## config.mk

```make
export PLATFORM = sky130hd
export DESIGN_NAME = pwm_bank
export DESIGN_NICKNAME = d
export VERILOG_FILES = /design/src/rtl/pwm_bank_pkg.sv /design/src/rtl/pwm_bank_timebase.sv /design/src/rtl/pwm_bank.sv
export SDC_FILE = /design/constraint.sdc
export NUM_CORES = 1
export LEC_CHECK = 0
export ABC_AREA = 1
export CORE_MARGIN = 2
export CORE_UTILIZATION = 60
export CTS_BUF_LIST = sky130_fd_sc_hd__clkbuf_16
export CTS_CLUSTER_DIAMETER = 50
export DETAILED_ROUTE_END_ITERATION = 8
export DONT_BUFFER_PORTS = 1
export PLACE_DENSITY = 0.79
export SETUP_SLACK_MARGIN = 0.5
export SYNTH_ARGS = -nofsm -noshare
export SYNTH_HDL_FRONTEND = slang
export SYNTH_HIERARCHICAL = 1
export SYNTH_SLANG_ARGS = --single-unit
```

## constraint.sdc

```tcl
create_clock -name clk -period 11.4 [get_ports clk]
set_clock_uncertainty 0.2 [all_clocks]
set_input_delay 3.42 -clock clk [delete_from_list [all_inputs] [get_ports clk]]
set_output_delay 3.42 -clock clk [all_outputs]
set_load 0.05 [all_outputs]
```

## src/rtl/pwm_bank_pkg.sv

```systemverilog
// Register map, CTRL/STATUS bit positions and counter mode encoding shared by pwm_bank.
// Pure declarations; adds no latency and has no flow control.
package pwm_bank_pkg;

   localparam int ADDR_CTRL     = 0;
   localparam int ADDR_PERIOD   = 1;
   localparam int ADDR_PRESCALE = 2;
   localparam int ADDR_STATUS   = 3;
   localparam int ADDR_DUTY0    = 4;

   localparam int CTRL_EN_BIT     = 0;
   localparam int CTRL_MODE_BIT   = 1;
   localparam int CTRL_INV_BIT    = 2;
   localparam int CTRL_IRQ_EN_BIT = 3;
   localparam int STATUS_WRAP_BIT = 0;

   typedef enum logic {
      MODE_EDGE   = 1'b0,
      MODE_CENTER = 1'b1
   } pwm_mode_e;

   // Member order puts en at bit 0 so the struct matches the CTRL word layout.
   typedef struct packed {
      logic      irq_en;
      logic      inv;
      pwm_mode_e mode;
      logic      en;
   } ctrl_t;

   function automatic logic [31:0] ctrl_word(input ctrl_t c);
      return {28'd0, c};
   endfunction

endpackage

```

## src/rtl/pwm_bank_timebase.sv

```systemverilog
// Shared prescaler and up / up-down period counter; flags the tick that ends a PWM period.
// count moves one edge after each tick; boundary is combinational on the ending tick; no backpressure.
module pwm_bank_timebase
   import pwm_bank_pkg::*;
#(
   parameter int WIDTH      = 8,
   parameter int PRESCALE_W = 16
) (
   input  logic                  clk,
   input  logic                  rst,
   input  logic                  en,
   input  pwm_mode_e             mode,
   input  logic [PRESCALE_W-1:0] prescale,
   input  logic [WIDTH-1:0]      period,
   output logic [WIDTH-1:0]      count,
   output logic                  boundary
);

   localparam logic [WIDTH-1:0]      CNT_ONE   = WIDTH'(1);
   localparam logic [PRESCALE_W-1:0] PRESC_ONE = PRESCALE_W'(1);

   logic [PRESCALE_W-1:0] presc_cnt;
   logic                  dir_down;
   logic                  tick;
   logic                  wrap;
   logic [WIDTH-1:0]      count_nxt;
   logic                  dir_nxt;

   assign tick     = en && (presc_cnt >= prescale);
   assign boundary = tick && wrap;

   always_comb begin
      count_nxt = count;
      dir_nxt   = dir_down;
      wrap      = 1'b0;
      if (period == '0) begin
         count_nxt = '0;
         dir_nxt   = 1'b0;
         wrap      = 1'b1;
      end else if (mode == MODE_EDGE) begin
         dir_nxt = 1'b0;
         if (count >= period) begin
            count_nxt = '0;
            wrap      = 1'b1;
         end else begin
            count_nxt = count + CNT_ONE;
         end
      end else if (!dir_down) begin
         // Turning around without moving holds each endpoint for a second tick.
         if (count >= period - CNT_ONE) begin
            dir_nxt = 1'b1;
         end else begin
            count_nxt = count + CNT_ONE;
         end
      end else begin
         if (count == '0) begin
            dir_nxt = 1'b0;
            wrap    = 1'b1;
         end else begin
            count_nxt = count - CNT_ONE;
         end
      end
   end

   always_ff @(posedge clk or posedge rst) begin
      if (rst) begin
         presc_cnt <= '0;
         count     <= '0;
         dir_down  <= 1'b0;
      end else if (!en) begin
         presc_cnt <= '0;
         count     <= '0;
         dir_down  <= 1'b0;
      end else begin
         presc_cnt <= tick ? '0 : presc_cnt + PRESC_ONE;
         if (tick) begin
            count    <= count_nxt;
            dir_down <= dir_nxt;
         end
      end
   end

endmodule

```

## src/rtl/pwm_bank.sv

```systemverilog
// Register-mapped bank of double-buffered PWM channels sharing one timebase.
// Writes act on the access edge; rdata and pwm_out are registered (1 cycle); always ready, no backpressure.
module pwm_bank
   import pwm_bank_pkg::*;
#(
   parameter int CHANNELS   = 8,
   parameter int WIDTH      = 8,
   parameter int PRESCALE_W = 16,
   parameter int ADDR_W     = 5
) (
   input  logic                clk,
   input  logic                rst,
   input  logic                cs,
   input  logic                we,
   input  logic [ADDR_W-1:0]   addr,
   input  logic [31:0]         wdata,
   output logic [31:0]         rdata,
   output logic [CHANNELS-1:0] pwm_out,
   output logic                period_irq
);

   ctrl_t                             ctrl;
   pwm_mode_e                         mode_act;
   logic [WIDTH-1:0]                  period_sh;
   logic [WIDTH-1:0]                  period_act;
   logic [PRESCALE_W-1:0]             prescale;
   logic                              wrap;
   logic [CHANNELS-1:0][WIDTH-1:0]    duty_sh;
   logic [CHANNELS-1:0][WIDTH-1:0]    duty_act;
   logic [WIDTH-1:0]                  count;
   logic                              boundary;
   logic                              wr;
   logic                              rd;
   logic                              wr_ctrl;
   logic                              wr_period;
   logic                              wr_prescale;
   logic                              wr_status;
   logic                              en_rise;
   logic                              load_act;
   logic [CHANNELS-1:0]               raw;
   logic [31:0]                       rd_mux;
   logic                              unused_wdata;

   assign wr          = cs & we;
   assign rd          = cs & ~we;
   assign wr_ctrl     = wr && (addr == ADDR_W'(ADDR_CTRL));
   assign wr_period   = wr && (addr == ADDR_W'(ADDR_PERIOD));
   assign wr_prescale = wr && (addr == ADDR_W'(ADDR_PRESCALE));
   assign wr_status   = wr && (addr == ADDR_W'(ADDR_STATUS));
   assign unused_wdata = ^wdata;

   // Enabling reloads the active set on the very edge that writes EN, so the first period is clean.
   assign en_rise  = wr_ctrl & wdata[CTRL_EN_BIT] & ~ctrl.en;
   assign load_act = boundary | en_rise;

   assign period_irq = wrap & ctrl.irq_en;

   pwm_bank_timebase #(
      .WIDTH      (WIDTH),
      .PRESCALE_W (PRESCALE_W)
   ) u_timebase (
      .clk      (clk),
      .rst      (rst),
      .en       (ctrl.en),
      .mode     (mode_act),
      .prescale (prescale),
      .period   (period_act),
      .count    (count),
      .boundary (boundary)
   );

   always_ff @(posedge clk or posedge rst) begin
      if (rst) begin
         ctrl       <= '0;
         mode_act   <= MODE_EDGE;
         period_sh  <= '1;
         period_act <= '1;
         prescale   <= '0;
         wrap       <= 1'b0;
      end else begin
         if (wr_ctrl) begin
            ctrl.en     <= wdata[CTRL_EN_BIT];
            ctrl.mode   <= pwm_mode_e'(wdata[CTRL_MODE_BIT]);
            ctrl.inv    <= wdata[CTRL_INV_BIT];
            ctrl.irq_en <= wdata[CTRL_IRQ_EN_BIT];
         end
         if (wr_period) begin
            period_sh <= wdata[WIDTH-1:0];
         end
         if (wr_prescale) begin
            prescale <= wdata[PRESCALE_W-1:0];
         end
         if (en_rise) begin
            mode_act <= pwm_mode_e'(wdata[CTRL_MODE_BIT]);
         end else if (boundary) begin
            mode_act <= ctrl.mode;
         end
         if (load_act) begin
            period_act <= period_sh;
         end
         // A boundary wins over a same-cycle software clear.
         wrap <= boundary | (wrap & ~(wr_status & wdata[STATUS_WRAP_BIT]));
      end
   end

   always_ff @(posedge clk or posedge rst) begin
      if (rst) begin
         duty_sh  <= '0;
         duty_act <= '0;
      end else begin
         for (int i = 0; i < CHANNELS; i++) begin
            if (load_act) begin
               duty_act[i] <= duty_sh[i];
            end
            if (wr && (addr == ADDR_W'(ADDR_DUTY0 + i))) begin
               duty_sh[i] <= wdata[WIDTH-1:0];
            end
         end
      end
   end

   always_comb begin
      raw = '0;
      for (int i = 0; i < CHANNELS; i++) begin
         raw[i] = (count < duty_act[i]);
      end
   end

   always_ff @(posedge clk or posedge rst) begin
      if (rst) begin
         pwm_out <= '0;
      end else if (ctrl.en) begin
         pwm_out <= raw ^ {CHANNELS{ctrl.inv}};
      end else begin
         pwm_out <= {CHANNELS{ctrl.inv}};
      end
   end

   always_comb begin
      rd_mux = '0;
      if (addr == ADDR_W'(ADDR_CTRL)) begin
         rd_mux = ctrl_word(ctrl);
      end else if (addr == ADDR_W'(ADDR_PERIOD)) begin
         rd_mux = 32'(period_sh);
      end else if (addr == ADDR_W'(ADDR_PRESCALE)) begin
         rd_mux = 32'(prescale);
      end else if (addr == ADDR_W'(ADDR_STATUS)) begin
         rd_mux = 32'(wrap);
      end else begin
         for (int i = 0; i < CHANNELS; i++) begin
            if (addr == ADDR_W'(ADDR_DUTY0 + i)) begin
               rd_mux = 32'(duty_sh[i]);
            end
         end
      end
   end

   always_ff @(posedge clk or posedge rst) begin
      if (rst) begin
         rdata <= '0;
      end else begin
         rdata <= rd ? rd_mux : '0;
      end
   end

endmodule
```

==> flow_summary_export.csv <==
group,metric,value,unit
pwr,ir_drop,141,uV
clock_tree,cts_tree,"yes",
pwr,p_leak,0.00632,uW
logic_synthesis,syn_inst,1430,
clock_tree,cts_sinks,215,
global_route,grt_util_all_layers,29.1,%
logic_synthesis,synth.area.mux_share,0.855,%
logic_synthesis,synthSimpleGateAreaFrac,22.7,%
flow_run,max-cap-violations,0,
logic_synthesis,yosys.area.top_type,"dfrtp_1",
timing,fmax,185,MHz
floorplanning,start_util,61.1,%
finish,final_cell_area,0.0128,sq mm
floorplanning,die-area,0.0209,sq mm
clock_tree,cts_buffers,26,
placement,dp.cells,1661,
clock_tree,htreeDepth,1,
logic_synthesis,synth_seq_area_share,45.5,%
timing,hold_viol_final,0,
clock_tree,postCtsHoldBufs,0,
finish,area_delta_synth_final,7.76,%
setup_path,crit_type,"primary input to flop",
timing,finalSetupViolCount,0,
route,drtIter0Drc,961,
floorplanning,io_pins,82,
global_route,grt_max_degree,129,
timing,tns,0,ns
logic_synthesis,yosys_register_bits,215,
setup_path,arrival,5.61,ns
setup_path,critPathLaunchType,"primary input",
timing,rsz0062_at_grt,"no",
setup_path,path_max_fanout,31,
timing,max_slew_margin,24.3,%
finish,n_antenna_cell,0,
logic_synthesis,synth_commonest_cells,"397 x nand2_1, 199 x dfrtp_1, 184 x inv_1, 138 x o21ai_0, 94 x ha_1",
setup_path,r2r_slack,7.20,ns
placement,hpwl,19.3,mm
logic_synthesis,ys.flop_type,"dfrtp_1",
timing,tightest_slew,1.14,ns
min_path,hp-class,"flop to flop",
placement,post_dp_cell_area,0.0119,sq mm
logic_synthesis,ys_top_cells_by_area,"dfrtp_1 42%, nand2_1 13%, ha_1 9.9%",
floorplanning,core_region_area,0.0194,sq mm
finish,layoutNonFillerInstCount,1708,
placement,finalWeightedCongestion,0.869,
finish,post_route_cells_drive_above_1_share,7.69,%
finish,nFillCells,1570,
clock_tree,cts_resized,0,
finish,nets,1559,
route,drc_errors,0,
logic_synthesis,synthAdderAreaFrac,9.92,%
floorplanning,dieWidth,145,um
logic_synthesis,ys_warn_count,6,
route,wirelength,28.9,mm
global_route,grt_overflow,0,
pwr,cellPowerDensity,149,mW/mm^2
floorplanning,rows,51,
logic_synthesis,synth-xor-area-share,1.92,%
logic_synthesis,synth_top_family_by_area,"simple AND/OR/NAND/NOR gates",
route,wl_per_cell,16.9,um
logic_synthesis,synth_edf_count,0,
clock_tree,cts.reportedPaths.clkPinSlew,0.06,ns
route,drt_pass1_iterations,5,
clock_tree,insertion_delay,0.54,ns
logic_synthesis,synth_compound_area_share,10.3,%
placement,io_buffer_count,0,
logic_synthesis,yosysMostFrequentCell,"nand2_1",
route,drtAntennaViolNets,0,
timing,fin_crit,5.40,ns
logic_synthesis,syn_area,0.0119,sq mm
clock_tree,clk_path_buf_depth,3,
clock_tree,cts_setup_buffers,0,
setup_path,crit_path_end_kind,"flop",
logic_synthesis,syn_avg_cell_area,8.29,sq um
run_status,outcome,"completed",
setup_path,required,11.61,ns
floorplanning,die_h,145,um
global_route,antenna_found_initial,0,
global_route,grt_pass1_wl,47.0,mm
clock_tree,root_buffer,"clkbuf_16",
logic_synthesis,synth_top_area_share,42.0,%
logic_synthesis,ys_types,49,
route,vias,9544,
route,vias_per_cell,5.59,
timing,fin_crit_sh,47.3,%
timing,drv_slew,0,
logic_synthesis,ys_async_sr_fraction,100,%
global_route,grt_pass1_vias,9187,
==> metal layers <==
metal | vias to the layer above | share of wire (%) | track usage [%]
met4 | 0 | 4.2 | 13.0
met5 | - | 0 | 0
li1 | 4561 | - | -
met2 | 420 | 45 | 45.6
met3 | 99 | 9.1 | 5.17
met1 | 4464 | 42 | 39.9
==> cells in the final DEF, fill, tap and decap left out, types with 6 or more instances in the layout <==
cell type	n
nor3_1	9
dfstp_2	16
ha_1	94
nor2_2	7
clkbuf_16	26
nor3_2	7
inv_1	187
a211oi_1	8
nand2_1	397
a21oi_1	49
nor2_4	8
o21ai_0	138
clkinv_1	6
inv_2	8
o21ai_1	26
nor2_1	88
dfrtp_1	199
nand3_1	47
mux2_1	6
xor2_1	23
nand4_1	18
nand2_2	8
conb_1	16
==> layout make-up <==
class                           instances  area [sq um]  share of cell area [%]
Inverter                              192           728                    5.70
Multi-Input combinational cell        987          5470                    42.8
Clock inverter                         21           178                    1.39
Clock buffer                           26           651                    5.09
Sequential cell                       215          5400                    42.3
Tap cell                              265           332                    2.59
Timing Repair Buffer                    2          15.0                   0.118
==> where the power goes <==
group | internal, uW | switching, uW | leakage (uW) | total, uW
registers | 828 | 95.2 | 0.00283 | 923
clock network | 464 | 332 | 0.000418 | 795
logic | 56.3 | 130 | 0.00307 | 186
total | 1350 | 557 | 0.00632 | 1900
==> worst paths after layout <==
path / to / from / cells after the start
max: prescale[15] / addr[4] / 5
min: u_timebase/presc_cnt[0] / u_timebase/presc_cnt[0] / 1
max reg2reg: duty_act[13] / u_timebase/count[0] / 16
min reg2reg: u_timebase/presc_cnt[0] / u_timebase/presc_cnt[0] / 1
max in group asynchronous: rdata[6] / rst / 2
min in group asynchronous: duty_act[58] / rst / 1
==> registers in the layout (all words and copies together) (netlist names) <==
| signal | cells |
|---|---|
| rdata | 16 |
| ctrl | 4 |
| duty_act | 64 |
| u_timebase/dir_down | 1 |
| mode_act | 1 |
| u_timebase/presc_cnt | 16 |
| prescale | 16 |
| u_timebase/count | 8 |
| pwm_out | 8 |
| period_act | 8 |
| wrap | 1 |
| duty_sh | 64 |
| period_sh | 8 |
==> critical path, cell delays in order <==
cell,delay [ns]
nor2_4,0.18
nand2_1,0.15
nor2_1,0.62
nand2_1,0.74
mux2_2,0.49
==> stage by stage <==
| step | setup WS, ns | power (uW) | util [%] | hold slack [ns] |
|---|---|---|---|---|
| global route | 5.86 | 1980 | 65.9 | 0.337 |
| global placement | 5.51 | 1110 | 61.6 | 0.276 |
| floorplan | 2.64 | 1070 | - | 0.252 |
| CTS | 6.03 | 1910 | 65.9 | 0.308 |
| finish | 6.00 | 1900 | 65.9 | 0.303 |
| detailed placement | 5.52 | 1120 | 61.6 | 0.294 |
==> cell families after synthesis <==
kind of cell / count (synthesis)
AO/OA/AOI/OAI: 233
XOR/XNOR: 26
adder cells (fa/ha/maj): 94
buffers and inverters: 243
flip-flops: 215
multiplexers: 9
other: 1
AND/OR/NAND/NOR: 609
No activity file was read; power rests on OpenSTA's default activity.
